`src/rtl/core_sequencer_pkg.sv`:
```
// Shared constants for the multi-cycle RV32I sequencer: opcodes, state
// encodings, the reset NOP and the opcode-to-next-state decision.
package core_sequencer_pkg;

    localparam logic [6:0] OPC_LOAD   = 7'b0000011;
    localparam logic [6:0] OPC_STORE  = 7'b0100011;
    localparam logic [6:0] OPC_SYSTEM = 7'b1110011;
    localparam logic [6:0] OPC_OP     = 7'b0110011;
    localparam logic [6:0] OPC_OP_IMM = 7'b0010011;
    localparam logic [6:0] OPC_BRANCH = 7'b1100011;
    localparam logic [6:0] OPC_JAL    = 7'b1101111;
    localparam logic [6:0] OPC_JALR   = 7'b1100111;
    localparam logic [6:0] OPC_LUI    = 7'b0110111;
    localparam logic [6:0] OPC_AUIPC  = 7'b0010111;

    localparam logic [31:0] SEQ_NOP = 32'h0000_0013;

    typedef enum logic [2:0] {
        SEQ_ST_FETCH   = 3'd0,
        SEQ_ST_EXECUTE = 3'd1,
        SEQ_ST_MEM_RD  = 3'd2,
        SEQ_ST_MEM_WR  = 3'd3,
        SEQ_ST_COMMIT  = 3'd4,
        SEQ_ST_HALT    = 3'd5
    } seq_state_e;

    // Where an instruction goes after its decode cycle; unknown opcodes halt.
    function automatic seq_state_e seq_after_execute(input logic [6:0] opcode);
        case (opcode)
            OPC_LOAD:   return SEQ_ST_MEM_RD;
            OPC_STORE:  return SEQ_ST_MEM_WR;
            OPC_SYSTEM: return SEQ_ST_HALT;
            OPC_OP, OPC_OP_IMM, OPC_BRANCH, OPC_JAL,
            OPC_JALR, OPC_LUI, OPC_AUIPC: return SEQ_ST_COMMIT;
            default:    return SEQ_ST_HALT;
        endcase
    endfunction

endpackage

```
`src/rtl/core_sequencer.sv`:
```
// Multi-cycle fetch/execute/memory/commit sequencer around the combinational
// RV32I decode block; owns PC, instruction register and retire counter.
module core_sequencer
    import core_sequencer_pkg::*;
#(
    parameter logic [31:0] RESET_VECTOR = 32'h0000_0000,
    parameter int          CNT_W        = 32
) (
    input  logic             clk,
    input  logic             nrst,
    output logic             imem_req_out,
    output logic [31:0]      imem_addr_out,
    input  logic             imem_ack_in,
    input  logic [31:0]      imem_data_in,
    output logic [31:0]      instr_out,
    output logic [31:0]      pc_out,
    input  logic [31:0]      pc_next_in,
    input  logic             reg_wr_en_in,
    output logic             reg_wr_en_out,
    output logic             dmem_req_out,
    output logic             dmem_we_out,
    input  logic             dmem_ack_in,
    input  logic [31:0]      dmem_rd_data_in,
    output logic [31:0]      dmem_rd_data_out,
    output logic             halted_out,
    output logic             error_out,
    output logic [CNT_W-1:0] retired_out
);

    seq_state_e       state_q, state_d;
    logic [31:0]      pc_q, pc_d;
    logic [31:0]      instr_q, instr_d;
    logic [31:0]      ld_q, ld_d;
    logic [CNT_W-1:0] retired_q, retired_d;
    logic             error_q, error_d;

    always_ff @(posedge clk or negedge nrst) begin
        if (!nrst) begin
            state_q   <= SEQ_ST_FETCH;
            pc_q      <= RESET_VECTOR;
            instr_q   <= SEQ_NOP;
            ld_q      <= '0;
            retired_q <= '0;
            error_q   <= 1'b0;
        end else begin
            state_q   <= state_d;
            pc_q      <= pc_d;
            instr_q   <= instr_d;
            ld_q      <= ld_d;
            retired_q <= retired_d;
            error_q   <= error_d;
        end
    end

    always_comb begin
        state_d   = state_q;
        pc_d      = pc_q;
        instr_d   = instr_q;
        ld_d      = ld_q;
        retired_d = retired_q;
        error_d   = error_q;
        case (state_q)
            SEQ_ST_FETCH: begin
                if (imem_ack_in) begin
                    instr_d = imem_data_in;
                    state_d = SEQ_ST_EXECUTE;
                end
            end
            SEQ_ST_EXECUTE: begin
                state_d = seq_after_execute(instr_q[6:0]);
                if (instr_q[6:0] != OPC_SYSTEM && state_d == SEQ_ST_HALT) begin
                    error_d = 1'b1;
                end
            end
            SEQ_ST_MEM_RD: begin
                if (dmem_ack_in) begin
                    ld_d    = dmem_rd_data_in;
                    state_d = SEQ_ST_COMMIT;
                end
            end
            SEQ_ST_MEM_WR: begin
                if (dmem_ack_in) begin
                    state_d = SEQ_ST_COMMIT;
                end
            end
            SEQ_ST_COMMIT: begin
                // A misaligned target still retires; the fault is raised afterwards.
                pc_d      = pc_next_in;
                retired_d = retired_q + CNT_W'(1);
                if (pc_next_in[1:0] != 2'b00) begin
                    error_d = 1'b1;
                    state_d = SEQ_ST_HALT;
                end else begin
                    state_d = SEQ_ST_FETCH;
                end
            end
            SEQ_ST_HALT: state_d = SEQ_ST_HALT;
            default:     state_d = SEQ_ST_HALT;
        endcase
    end

    // Requests are qualified by nrst so an asserted reset drops them at once.
    assign imem_req_out     = nrst && (state_q == SEQ_ST_FETCH);
    assign imem_addr_out    = pc_q;
    assign dmem_req_out     = nrst && (state_q == SEQ_ST_MEM_RD || state_q == SEQ_ST_MEM_WR);
    assign dmem_we_out      = nrst && (state_q == SEQ_ST_MEM_WR);
    assign reg_wr_en_out    = nrst && (state_q == SEQ_ST_COMMIT) && reg_wr_en_in;
    assign instr_out        = instr_q;
    assign pc_out           = pc_q;
    assign dmem_rd_data_out = ld_q;
    assign halted_out       = (state_q == SEQ_ST_HALT);
    assign error_out        = error_q;
    assign retired_out      = retired_q;

endmodule

```
`config.mk`:
```
export PLATFORM = sky130hd
export DESIGN_NAME = core_sequencer
export DESIGN_NICKNAME = d
export VERILOG_FILES = /design/src/rtl/core_sequencer_pkg.sv /design/src/rtl/core_sequencer.sv
export SDC_FILE = /design/constraint.sdc
export NUM_CORES = 1
export LEC_CHECK = 0
export ABC_CLOCK_PERIOD_IN_PS = 2200
export CAP_MARGIN = 10
export CORE_MARGIN = 2
export CORE_UTILIZATION = 40
export CTS_CLUSTER_DIAMETER = 150
export CTS_CLUSTER_SIZE = 8
export DETAILED_ROUTE_END_ITERATION = 10
export GPL_ROUTABILITY_DRIVEN = 0
export GPL_TIMING_DRIVEN = 0
export PLACE_DENSITY_LB_ADDON = 0.25
export SLEW_MARGIN = 20
export SYNTH_ARGS = -nofsm -noshare
export SYNTH_HDL_FRONTEND = slang
export SYNTH_SLANG_ARGS = --single-unit
```
`constraint.sdc`:
```
create_clock -name clk -period 2.2 [get_ports clk]
set_input_delay 0.33 -clock clk [delete_from_list [all_inputs] [get_ports clk]]
set_output_delay 0.33 -clock clk [all_outputs]
set_load 0.01 [all_outputs]
```
### Yosys cells after proc, flatten, opt, wreduce, memory -nomap -nowiden

Cells that the tools add are included.

| storage, ports and cells | value |
|---|---|
| flip-flop bits (word level) | 132 |
| input port bits | 101 |

| operators by class | value |
|---|---|
| add/sub/neg operators | 1 |
| eq/ne operators | 20 |
| muxes and demuxes | 9 |
| reduce and logical (&&, ||, !) cells | 16 |

Operators with widths:

| operator | number |
|---|---|
| $add 32x1->32 const B | 1 |
| $eq 7x6->1 const B | 3 |
| $eq 7x7->1 const B | 3 |
| $eq 7x5->1 const B | 2 |
| $mux 3 | 4 |
| $pmux 3 s4 | 1 |
| $eq 3x3->1 const B | 3 |
| $pmux 3 s3 | 1 |
| $eq 7x2->1 const B | 1 |
| $ne 7x7->1 const B | 1 |
| $reduce_or 7->1 | 1 |
| $eq 3x2->1 const B | 2 |
| $logic_and 1x1->1 | 6 |
| $ne 2x2->1 const B | 3 |
| $reduce_and 2->1 | 3 |
| $reduce_bool 2->1 | 2 |
| $eq 3x1->1 const B | 1 |
| $logic_not 3->1 | 1 |
| $reduce_and 3->1 | 1 |
| $mux 1 | 2 |
| $ne 2x1->1 const B | 1 |
| $pmux 1 s2 | 1 |
| $reduce_or 2->1 | 1 |
| $logic_or 1x1->1 | 1 |

### Depth between registers and ports, before layout

| depth | value |
|---|---|
| depth after elaboration | 8 |
| mapped depth | 6 |
| depth with buffers taken out | 5 |

### Worst setup path before layout

OpenSTA, ideal clock, no wires.

| timing | value |
|---|---|
| path kind | register -> output |
| from | register state_q[1] |
| to | output reg_wr_en_out |
| arrival time | 1.344 ns |
| required time | 1.870 ns |
| path slack | 0.526 ns |
| cell stages (with the launch flop) | 6 |
| path through | dfrtp_1 > buf_2 > nor3b_2 > buf_4 > buf_4 > and3_1 |

| between the ends | value |
|---|---|
| longest elaborated chain between the ends | 3 |

Ends and longest elaborated chain:

| element | RTL line | RTL |
|---|---|---|
| start, declared | core_sequencer.sv:30 | `seq_state_e state_q, state_d;` |
| start signal, assigned | core_sequencer.sv:46 | `state_q <= state_d;` |
| $eq 3x3->1 | core_sequencer.sv:107 | `assign reg_wr_en_out = nrst && (state_q == SEQ_ST_COMMIT) && reg_wr_en_in;` |
| $logic_and 1x1->1 (2 in series) | core_sequencer.sv:107 |  |
| end, declared | core_sequencer.sv:19 | `output logic reg_wr_en_out,` |

No other way between the ends.

### Worst setup path in the final report

| timing | value |
|---|---|
| from | register state_q[0] |
| to | output reg_wr_en_out |

The elaborated chain is that of the path after synthesis.

==> results.sh <==
export IMPL_status="finished with violations"
export IMPL_failed_checks="hold timing"
export IMPL_clock_insertion_delay_worst_skew_ns=0.42
export IMPL_cp_end_kind="output pin"
export IMPL_hold_viol_final=67
export IMPL_grt_total_usage=0.200
export IMPL_core_area_um2=13800
export IMPL_rr_startpoint="retired_out[0]"
export IMPL_timing_setup_tns_ns=0
export IMPL_ys_seq_elements=132
export IMPL_yosysSeqAreaShare=0.585
export IMPL_worst_endpoint_required_ns=1.87
export IMPL_worst_ir_drop_on_vdd_uv=519
export IMPL_cpPeakStageDelay_ns=0.39
export IMPL_grt_max_degree=74
export IMPL_drt_iter0_drc=186
export IMPL_io_pins=267
export IMPL_drcViolationCount=0
export IMPL_slew_headroom=0.621
export IMPL_grt_ovfl_total=0
export IMPL_drv_max_cap_violation_count=0
export IMPL_cts_tree="yes"
export IMPL_library_cell_used_as_clock_root_buffer="clkbuf_16"
export IMPL_ant_nets=0
export IMPL_finalWorstPathRequiredPeriod_ns=2.10
export IMPL_routed_wirelength_um=14800
export IMPL_syn_nets=509
export IMPL_area_growth_pct=65.2
export IMPL_place_hpwl_um=11100
export IMPL_powerDensity_nw_per_um2=962
export IMPL_rsz0062_at_grt="no"
export IMPL_overall_via_count_from_detail_route=4265
export IMPL_leakage_component_of_the_power_nw=4.07
export IMPL_grt_antenna_before_repair=0
export IMPL_placementRows=43
export IMPL_timing_final_crit_share=0.953
export IMPL_wl_per_cell_um=16.6
export IMPL_finalNetCount=800
export IMPL_drive_above_1_share=0.274
export IMPL_pre_antenna_drt_iters=4
export IMPL_syn_instance_count=407
export IMPL_synth_largest_area_cell="dfrtp_1"
export IMPL_worst_setup_path_start="state_q[0]"
export IMPL_routed_via_density=4.79
export IMPL_slowest_stage="dfrtp_1"
export IMPL_distinct_cell_type_count_of_the_synthesized_netlist=43
export IMPL_timing_fmax_mhz=477
export IMPL_worst_path_cell_trace="buf_4, nor3b_4, buf_12, and3_1, dlygate4sd2_1"
export IMPL_antenna_cells=0
export IMPL_clk_pin_slew_ns=0.06
export IMPL_skew_final_ns=0.00731
export IMPL_synth_ff_type="dfrtp_1"
export IMPL_fp_dieH_um=123
export IMPL_design_die_area_um2=15100
export IMPL_reg2reg_setup_slack_ns=0.32
export IMPL_hold_removal_path_class="in -> async"
export IMPL_post_synth_top_area_fraction=0.571
export IMPL_grt_pass1_wl_um=22800
export IMPL_chipWidth_um=123
export IMPL_crit_path_max_fanout=2
export IMPL_via_count_of_the_first_global_routing_pass=4512
export IMPL_arrival_ns=1.77
export IMPL_actual_slew_at_the_worst_max_slew_pin_ns=0.567
export IMPL_maximum_level_of_the_cts_h_tree=4
export IMPL_port_bufs=266
export IMPL_ranking_of_synthesized_cells_by_area="dfrtp_1 57%, mux2_2 18%, buf_4 4.5%"
export IMPL_initial_core_util=0.409
export IMPL_clock_sinks=132
export IMPL_holdBufCountCts=3
export IMPL_setup_violations_final=0
export IMPL_synth_warnings=0
export IMPL_timing_max_transition_violations_final=0
export IMPL_syn_area_per_cell_um2=13.9
export IMPL_synth_edf_count=0
export IMPL_setup_worst_path_start_class="flip-flop"
export IMPL_numCtsBuffers=17
export IMPL_async_flop_share=1.00
export IMPL_netlist_area_um2=5650
export IMPL_timing_worst_setup_path_type="reg -> out"
export IMPL_cts_path_max_buffers=2
export IMPL_final_hold_worst_slack_ns=-0.112
==> logic make-up after synthesis <==
family	synth area share
muxes	0.191
adders and majority gates	0.00221
xor gates and xnor gates	0.0481
buffers and inverters	0.0607
AOI/OAI and AO/OA	0.0166
and+or+nand+nor	0.0957
DFF	0.585
==> final timing paths <==
check | end | cells past startpoint
setup / recovery | reg_wr_en_out | 5
hold / removal | instr_out[27] | 2
setup reg to reg | retired_out[24] | 5
hold reg to reg | retired_out[31] | 1
max in group asynchronous | imem_addr_out[5] | 4
min in group clk | instr_out[4] | 3
==> worst max-delay path: cells and delay by family, from the launching register on <==
family                 cells  cell delay (ns)
buffers and inverters      3             0.56
flip-flops                 1             0.39
AND/OR/NAND/NOR            2             0.39
==> metal layers <==
metal | up-vias | part of all wire | track usage
li1 | 1976 | - | -
met2 | 197 | 0.51 | 0.350
met5 | - | 0 | 0
met4 | 0 | 0.016 | 0.0769
met3 | 20 | 0.11 | 0.0911
met1 | 2072 | 0.36 | 0.208
==> area by class of cell <==
type | count | area (um^2)
Multi-Input combinational cell | 222 | 2010
Fill cell | 1012 | 4490
Timing Repair Buffer | 273 | 2790
Tap cell | 180 | 225
Inverter | 5 | 18.8
Sequential cell | 132 | 3310
Clock buffer | 20 | 467
Buffer | 47 | 344
Clock inverter | 12 | 178
==> where the power goes <==
part / internal [mW] / switching, mW
logic: 1.92 / 0.881
clock network: 1.98 / 1.03
registers: 2.83 / 0.327
total: 6.74 / 2.24
==> layout by cell type (no fill, tap or decap), drive strengths merged, types with 2 or more instances in the layout <==
master         instances
dfstp                  3
clkbuf                21
and3                   6
nand2                 11
nor3                   8
clkinv                 4
clkdlybuf4s50        260
xnor2                 23
o21ai                  3
and2                   4
nor4                   2
mux2                  96
clkinvlp               4
nand4                 14
nor3b                  2
dfrtp                129
xor2                   8
a21oi                  5
and4                   4
dlygate4sd2            4
buf                   53
inv                    5
bufinv                 4
or2                    3
nor2b                  2
nor2                   6
nand4bb                2
nor4b                  3
nand3                 10
==> cells in the mapped netlist (2+ instances only) <==
cell       count
inv_1          5
mux2_2        92
xnor2_1       23
and4_1         4
and2_1         4
nand2_1       11
nand4bb_1      2
mux2_1         4
buf_2         13
a21oi_1        5
or2_2          3
nor2_1         6
dfstp_2        3
o21ai_0        3
and3_1         5
nand3_1        8
nand4_1       14
nor3_2         3
nor3_1         5
nor2b_1        2
buf_4         34
nor4b_1        2
xor2_1         8
dfrtp_1      129
==> timing repair <==
action,CTS,global route
buffers inserted,3,0
hold endpoints to repair,62,67
pin swaps,1,0
endpoints found under the setup margin,5,1
resized for setup,15,3
==> flip-flops by register name, indices dropped and copies added (netlist names) <==
| signal | count |
|---|---|
| instr_out | 32 |
| state_q | 3 |
| error_out | 1 |
| retired_out | 32 |
| dmem_rd_data_out | 32 |
| imem_addr_out | 32 |
==> per-stage QoR <==
stage	setup slack (ns)	cells	cell area, um^2	power [mW]	utilization
after floorplan	0.526	407	5650	4.26	-
after global placement	-4.45	853	8540	5.96	0.617
after detailed placement	-0.312	854	8570	6.03	0.620
after CTS	0.00669	891	9330	9.09	0.675
after global routing	0.0293	891	9340	9.42	0.675
final	0.103	891	9340	8.98	0.675
Power figures use the tool's default switching activity.
